File: src/rtl/sha256_block_padder_if.sv
// sha256_block_padder_if: memory read port and 512-bit block stream of the SHA-256 padder.
interface sha256_block_padder_if;
  logic mem_rd;
  logic [15:0] mem_addr;
  logic [31:0] mem_read_data;
  logic blk_valid;
  logic blk_ready;
  logic [511:0] blk_data;
  logic blk_first;
  logic blk_last;
  modport master (
    output mem_rd, mem_addr, blk_valid, blk_data, blk_first, blk_last,
    input  mem_read_data, blk_ready
  );
  modport slave (
    input  mem_rd, mem_addr, blk_valid, blk_data, blk_first, blk_last,
    output mem_read_data, blk_ready
  );
endinterface

File: src/rtl/sha256_block_padder.sv
// sha256_block_padder: fetches a message from word memory and emits SHA-256 padded 512-bit blocks.
// Define SHA256_PADDER_BSWAP_EN to byte-reverse every fetched word (little-endian memory).
module sha256_block_padder (
  input  logic clk,
  input  logic reset_n,
  input  logic start,
  input  logic [15:0] message_addr,
  input  logic [15:0] num_words,
  output logic busy,
  output logic done,
  sha256_block_padder_if.master bus
);
  typedef enum logic [1:0] {IDLE, FETCH, PAD, EMIT} state_t;
  state_t state;
  logic [15:0] ptr, rem, len, src_ptr, src_rem;
  logic [4:0] iss, cap;
  logic cap_en, marked, first, fin, go, has_words;
  logic [15:0][31:0] words, padded;
  logic [31:0] din;
`ifdef SHA256_PADDER_BSWAP_EN
  assign din = {bus.mem_read_data[7:0], bus.mem_read_data[15:8], bus.mem_read_data[23:16], bus.mem_read_data[31:24]};
`else
  assign din = bus.mem_read_data;
`endif
  assign bus.blk_data = words;
  assign go = (state == IDLE && start) || (state == EMIT && bus.blk_valid && bus.blk_ready && !bus.blk_last);
  assign src_ptr = state == IDLE ? message_addr : ptr;
  assign src_rem = state == IDLE ? num_words : rem;
  assign has_words = src_rem != 16'd0;
  // length fits only when slots 14 and 15 are still free after the marker
  assign fin = marked || cap <= 5'd13;
  for (genvar g = 0; g < 16; g++) begin : gen_pad
    assign padded[15-g] = 5'(g) < cap ? words[15-g] :
                          (5'(g) == cap && !marked) ? 32'h8000_0000 :
                          (g == 15 && fin) ? {11'd0, len, 5'd0} : 32'd0;
  end
  always_ff @(posedge clk or negedge reset_n) begin
    if (!reset_n) begin
      state <= IDLE;
      ptr <= '0;
      rem <= '0;
      len <= '0;
      iss <= '0;
      cap <= '0;
      cap_en <= 1'b0;
      marked <= 1'b0;
      first <= 1'b0;
      words <= '0;
      bus.mem_rd <= 1'b0;
      bus.mem_addr <= '0;
      bus.blk_valid <= 1'b0;
      bus.blk_first <= 1'b0;
      bus.blk_last <= 1'b0;
      busy <= 1'b0;
      done <= 1'b0;
    end else begin
      done <= 1'b0;
      cap_en <= bus.mem_rd;
      if (cap_en) begin
        words[~cap[3:0]] <= din;
        cap <= cap + 5'd1;
      end
      if (state == IDLE && start) begin
        busy <= 1'b1;
        len <= num_words;
        marked <= 1'b0;
        first <= 1'b1;
      end
      // each block launch issues its first read on the same edge it leaves IDLE/EMIT
      if (go) begin
        state <= has_words ? FETCH : PAD;
        bus.mem_rd <= has_words;
        bus.mem_addr <= src_ptr;
        ptr <= src_ptr + 16'd1;
        rem <= src_rem - {15'd0, has_words};
        iss <= src_rem > 16'd15 ? 5'd15 : 5'(src_rem - 16'd1);
        cap <= '0;
      end
      if (state == FETCH) begin
        bus.mem_rd <= iss != 5'd0;
        if (iss != 5'd0) begin
          bus.mem_addr <= ptr;
          ptr <= ptr + 16'd1;
          rem <= rem - 16'd1;
          iss <= iss - 5'd1;
        end
        if (cap_en && !bus.mem_rd) state <= PAD;
      end
      if (state == PAD) begin
        words <= padded;
        marked <= marked | ~cap[4];
        first <= 1'b0;
        bus.blk_valid <= 1'b1;
        bus.blk_first <= first;
        bus.blk_last <= fin;
        state <= EMIT;
      end
      if (state == EMIT && bus.blk_valid && bus.blk_ready) begin
        bus.blk_valid <= 1'b0;
        bus.blk_first <= 1'b0;
        bus.blk_last <= 1'b0;
        if (bus.blk_last) begin
          state <= IDLE;
          busy <= 1'b0;
          done <= 1'b1;
        end
      end
    end
  end
endmodule
File: src/flat_wrapper.sv
// flat-port wrapper written by rule: the top's interface ports become plain ports
module sha256_block_padder_flat 
  (clk, reset_n, start, message_addr, num_words, busy, done, bus_mem_rd, bus_mem_addr, bus_blk_valid, bus_blk_data, bus_blk_first, bus_blk_last, bus_mem_read_data, bus_blk_ready);
  sha256_block_padder_if bus_i ();
  input  logic clk;
  input  logic reset_n;
  input  logic start;
  input  logic [15:0] message_addr;
  input  logic [15:0] num_words;
  output logic busy;
  output logic done;
  output wire logic [$bits(bus_i.mem_rd)-1:0] bus_mem_rd;
  output wire logic [$bits(bus_i.mem_addr)-1:0] bus_mem_addr;
  output wire logic [$bits(bus_i.blk_valid)-1:0] bus_blk_valid;
  output wire logic [$bits(bus_i.blk_data)-1:0] bus_blk_data;
  output wire logic [$bits(bus_i.blk_first)-1:0] bus_blk_first;
  output wire logic [$bits(bus_i.blk_last)-1:0] bus_blk_last;
  input wire logic [$bits(bus_i.mem_read_data)-1:0] bus_mem_read_data;
  input wire logic [$bits(bus_i.blk_ready)-1:0] bus_blk_ready;
  assign bus_mem_rd = bus_i.mem_rd;
  assign bus_mem_addr = bus_i.mem_addr;
  assign bus_blk_valid = bus_i.blk_valid;
  assign bus_blk_data = bus_i.blk_data;
  assign bus_blk_first = bus_i.blk_first;
  assign bus_blk_last = bus_i.blk_last;
  assign bus_i.mem_read_data = bus_mem_read_data;
  assign bus_i.blk_ready = bus_blk_ready;
  sha256_block_padder u_core (.clk(clk), .reset_n(reset_n), .start(start), .message_addr(message_addr), .num_words(num_words), .busy(busy), .done(done), .bus(bus_i));
endmodule
File: config.mk
export PLATFORM = sky130hd
export DESIGN_NAME = sha256_block_padder_flat
export DESIGN_NICKNAME = d
export VERILOG_FILES = /design/src/rtl/sha256_block_padder_if.sv /design/src/rtl/sha256_block_padder.sv /design/src/flat_wrapper.sv
export SDC_FILE = /design/constraint.sdc
export NUM_CORES = 1
export LEC_CHECK = 0
export BUFFER_PORTS_ARGS = -buffer_cell sky130_fd_sc_hd__buf_2
export CORE_ASPECT_RATIO = 1.5
export CORE_MARGIN = 2
export CORE_UTILIZATION = 40
export CTS_CLUSTER_DIAMETER = 100
export DETAILED_ROUTE_END_ITERATION = 10
export SYNTH_ARGS = -nofsm -noshare
export SYNTH_HDL_FRONTEND = slang
export SYNTH_SLANG_ARGS = --single-unit
File: constraint.sdc
create_clock -name clk -period 4.55 [get_ports clk]
set_clock_uncertainty 0.2 [all_clocks]
set_input_delay 0.6825 -clock clk [delete_from_list [all_inputs] [get_ports clk]]
set_output_delay 0.6825 -clock clk [all_outputs]
set_load 0.01 [all_outputs]
Word level (Yosys, flattened, before mapping)
Index checks and enable logic that the tools add are counted.
- add/subtract/negate cells: 7
- magnitude comparators: 20
- equality and inequality tests: 34
- muxes and demuxes: 79
- bitwise logic cells: 3
- reduce and logical (&&, ||, !) cells: 52
- operator list (operator ; number):
    32-bit two-way mux ; 33
    512-bit two-way mux ; 2
    512-bit bitwise mux ; 1
    16-bit two-way mux ; 11
    32-bit demux with 4-bit select ; 1
    4-bit by 5-bit == test with 1-bit output, first input constant ; 8
    4-bit by 5-bit less-than comparator with 1-bit output, first input constant ; 8
    16-bit by 1-bit adder with 16-bit output, second input constant ; 2
    2-bit inequality test, second input constant ; 16
    2-bit AND reduction ; 16
    5-bit two-way mux ; 6
    1-bit logical AND ; 22
    21-bit two-way mux ; 1
    3-bit by 5-bit == test with 1-bit output, first input constant ; 4
    3-bit by 5-bit less-than comparator with 1-bit output, first input constant ; 4
    1-bit two-way mux ; 17
    16-bit by 4-bit > comparator with 1-bit output, second input constant ; 1
    16-bit nonzero test ; 1
    16-bit by 1-bit subtractor with 16-bit output ; 1
    16-bit by 1-bit subtractor with 16-bit output, second input constant ; 1
    2-bit two-way mux ; 7
    2-bit by 5-bit == test with 1-bit output, first input constant ; 2
    1-bit by 5-bit less-than comparator with 1-bit output, first input constant ; 2
    2-bit by 5-bit less-than comparator with 1-bit output, first input constant ; 2
    other kinds (17) ; 26
- bits in registers: 597
- bits of input ports: 68

Depth between registers and ports, before layout
- depth after elaboration: 11
- depth in mapped cells: 16
- depth with buffers taken out: 13

Worst setup path after synthesis
OpenSTA, ideal clock, no wires.
- path type: reg-to-reg
- start: register u_core.state[1]
- end: register u_core.rem[15]
- arrival: 3.238 ns
- slack: 1.008 ns
- stages on the path, launching flop included: 16
- path buffers: 4
- cells stage by stage: dfrtp_1 or2_1 buf_2 buf_6 buf_2 buf_2 mux2i_1 ha_1 nand4_1 ha_1 nor3b_1 nand3_2 a2111oi_4 nand2_1 xnor2_1 a221oi_1
- cells in the longest elaborated chain, start to end: 8
- elaborated cells on any way between the ends: 14
- those cells by class: add/sub (1); eq/ne (2); mux (4); reduce/logical (7)
- RTL lines (item ; line ; source):
    from (decl) ; sha256_block_padder.sv:14 ; state_t state;
    from (signal assigned) ; sha256_block_padder.sv:71 ; state <= has_words ? FETCH : PAD;
    parallel branches: the longest is 7 deep, another holds 16-bit by 1-bit subtractor with 16-bit output ; n/a ;
    16-bit two-way mux * ; sha256_block_padder.sv:79 ; if (state == FETCH) begin
    to (signal assigned) ; sha256_block_padder.sv:75 ; rem <= src_rem - {15'd0, has_words};
    to (signal assigned) ; sha256_block_padder.sv:84 ; rem <= rem - 16'd1;
    to (decl) ; sha256_block_padder.sv:15 ; logic [15:0] ptr, rem, len, src_ptr, src_rem;
Mark *: on every way between the ends.
A chain may end at the register's enable or synchronous reset.

Worst setup path after layout
Ends and elaborated chain as after synthesis.

==> metrics.md <==
| Metric | Value |
|---|---|
| Status | finished clean |
| Largest net degree at the start of global routing | 98 |
| Post-synth EDFFs | 0 |
| Sequential share of the synthesized area | 0.588 |
| Power per cell area | 773 nW/um^2 |
| Most area-hungry cell type in the Yosys netlist | dfrtp_1 |
| Total iterations of the first detailed-routing run | 6 |
| Gpl congestion | ~0.93 |
| Synth area leaders | dfrtp_1, o31ai_1, nand2_1, o21ai_0, clkbuf_1 |
| Post-synth top flop | dfrtp_1 |
| DP Worst Slack | between 0.7 and 0.8 ns |
| Flops & latches, synth | between 500 and 600 |
| CORE AREA | around 63,000 sq um |
| Die Span Y | around 310 microns |
| Synth cell types | 75 |
| First-pass GRT wire length | 146 mm |
| Post_cts resized | 0 |
| HPWL Detailed | between 70 and 80 mm |
| 1st-iter DRT viols | between 1,500 and 2,000 |
| Number of global-route vias before repair | ~22,000 |
| MaxCap Viol Count | 0 |
| Avg WL per Cell | 25.8 microns |
| Yosys top cell area share | 0.588 |
| Clock Tree Root | clkbuf_16 |
| IO Pins | 602 |
| Top routing layer in use | met5 |
| DRC | 0 |
| Wire length on met2 | 49.1 mm |
| WP data arrival | 4.13 ns |
| CTS clock-pin slew for the worst setup and hold paths | ~0.06 ns |
| Clk_lat worst skew | about 0.63 ns |
| Slew @ Worst Pin | approximately 1.2 ns |
| Routed length on met3 | 7.77 mm |
| Endpoints failing hold | 0 |
| Area Growth Syn to Fin | 22.8% |
| Max FO, Critical Path | 13 |
| Crit. End Element | flop |
| H-Tree Level Count | 2 |
| Post-CTS Setup Repair Bufs | 0 |
| Leak Pwr | approximately 16 nW |
| Syn Nets | approximately 2,600 |
| Synth Instances | 2,525 |
| Final cell count without fillers | about 3,900 |
| Mapped Area | around 25,000 sq um |
| Fin Setup TNS | 0 ns |
| # nets final | between 3,000 and 4,000 |
| Final WL | between 90 and 100 mm |
| Tcrit/Tclk final | 0.835 |
| Cell total after placement | roughly 3,800 |
| Initial antenna violation count | 6 |
| Buffer levels on the longest clock path | 3 |
| CTS Hold Bufs | 1 |
| # setup viols final | 0 |
| Synthesized area per cell | 10.1 sq um |
| Row Count | around 110 |
| Final total power | between 20 and 25 mW |
| Vias | around 22,000 |
| Fmax | between 0.2 and 0.3 GHz |
| Share of layout cells above drive strength 1 | 0.261 |
| Worst EP required | around 5 ns |
| Pins Over Slew Limit | 0 |
| Worst R2R Path Depth | 11 |
| Max rail drop VDD | 0.384 mV |
| Fillers | between 5,000 and 6,000 |
| Startpoint type of the worst setup path | flop |
| CTS buffer count | 57 |
| RSZ-0062 raised after global routing | no |
| Clock sinks | between 500 and 600 |
| Setup slack after layout | about 0.75 ns |
| DIE WIDTH | between 200 and 250 microns |
| Final ANT Viol Nets | 0 |
| Crit path time final | around 3.8 ns |
| Initial core utilization | 0.403 |
| Critical path class | reg2reg |
| Max-slew headroom | 0.183 |
| M1 wire length | roughly 37 mm |
| Vias per inst | ~5.7 |
| Hold path depth | 3 |
| CTS tree | built |
| Min-Delay Path Class | in2reg |
| Total Routing Usage GR | 0.299 |
| Die ar. | about 66,000 sq um |
| Grt ovf | 0 |
| IO Port Bufs | roughly 600 |
| Yosys warnings | 0 |
| Async S/R FF share, synth | 1.00 |
## logic make-up (layout without fill, tap and decap cells)
| logic type | Yosys count | in the layout | synth area share |
|---|---|---|---|
| other | 0 | 4 | 0 |
| buffers and inverters | 254 | 793 | 0.0399 |
| flip-flops | 597 | 597 | 0.588 |
| AO/OA/AOI/OAI | 711 | 711 | 0.193 |
| multiplexers | 28 | 28 | 0.0116 |
| XOR/XNOR | 38 | 38 | 0.0131 |
| adder cells (fa/ha/maj) | 13 | 13 | 0.00640 |
| AND/OR/NAND/NOR | 884 | 884 | 0.148 |
## metrics by stage
step / cell area (sq um) / hold slack (ns) / util
after global placement: 29200 / 0.188 / 0.463
after CTS: 31200 / 0.0533 / 0.495
after global routing: 31200 / 0.0841 / 0.495
final: 31200 / 0.101 / 0.495
after floorplan: 25400 / 0.187 / -
after detailed placement: 29200 / 0.191 / 0.463
## sequential cells by signal (all words and copies together), names as in the netlist
signal / flops
u_core.state: 2
u_core.rem: 16
u_core.iss: 5
u_core.cap_en: 1
u_core.cap: 5
u_core.busy: 1
u_core.bus.blk_first: 1
u_core.ptr: 16
u_core.done: 1
u_core.bus.blk_data: 512
u_core.bus.mem_rd: 1
u_core.len: 16
u_core.bus.mem_addr: 16
u_core.bus.blk_valid: 1
u_core.bus.blk_last: 1
u_core.first: 1
u_core.marked: 1
## per-layer routing
layer / up-vias / GRT usage
li1: 9953 / -
met1: 10969 / 0.360
met2: 1075 / 0.511
met3: 233 / 0.0606
met4: 4 / 0.147
met5: - / 0
## cell usage in the layout, fill, tap and decap left out, drive strengths merged, types with 4 or more instances in the layout
master   synthesis  routed
buf             36     671
dfrtp          597     597
nand2          586     586
o31ai          335     335
o21ai          178     178
nand3          115     115
clkbuf         203      88
nor2            87      87
a21oi           67      67
a2bb2o          31      31
mux2i           27      27
xnor2           22      22
nor3            22      22
xor2            16      16
inv             15      16
o22ai           13      13
ha              13      13
a31oi           12      12
nor4            11      11
nand4           11      11
nand2b          11      11
clkinv           0      11
o211ai          10      10
a22oi            9       9
a221oi           7       7
or3              7       7
a21o             6       6
o221ai           6       6
nor2b            5       5
nor3b            5       5
diode            0       4
nand4bb          4       4
and3             4       4
bufinv           0       4
o21a             4       4
a32oi            4       4
## cell type report
| class | instances | area, sq um | share of cell area |
|---|---|---|---|
| diodes | 4 | 10.0 | 0.000321 |
| clock buffers | 88 | 1720 | 0.0553 |
| clock inverters | 18 | 229 | 0.00734 |
| inverters | 15 | 56.3 | 0.00180 |
| multi-input cells | 1674 | 9620 | 0.308 |
| flip-flops and latches | 597 | 14900 | 0.479 |
| well taps | 805 | 1010 | 0.0323 |
| repair buffers | 672 | 3620 | 0.116 |
## where the power goes
part,leakage [nW],switching [mW],internal [mW]
combinational,6.61,6.89,3.21
sequential,7.93,1.52,7.51
clock,0.959,2.13,2.84
total,15.5,10.5,13.6
## synthesized netlist by cell type, types with 16 or more instances
cell type,instances
buf_2,20
o21ai_0,176
nor3_1,20
nand3_1,114
a21oi_1,67
a2bb2o_1,31
clkbuf_1,203
o31ai_1,335
mux2i_1,26
xor2_1,16
nor2_1,86
dfrtp_1,597
nand2_1,585
xnor2_1,22
## worst max-delay path: stages, from the launching register on
cell	delay, ns
dfrtp_1	0.59
or2_1	0.49
buf_4	0.25
mux2_2	0.38
nand4_1	0.13
ha_1	0.24
nor3b_1	0.25
nand3_2	0.15
a2111oi_4	0.45
nand2_1	0.12
xnor2_1	0.15
a221oi_1	0.28
## path summary, 6_finish.rpt
kind / start / to / slack [ns]
max: u_core.state[1] / u_core.rem[15] / 0.75
min: num_words[0] / u_core.len[0] / 0.10
max in group asynchronous: reset_n / u_core.bus.blk_data[62] / 2.63
max reg2reg: u_core.state[1] / u_core.rem[15] / 0.75
min in group asynchronous: reset_n / u_core.bus.blk_data[478] / 0.51
min reg2reg: u_core.bus.mem_rd / u_core.cap_en / 0.21
Note: power is estimated with default switching activity, not from simulation.
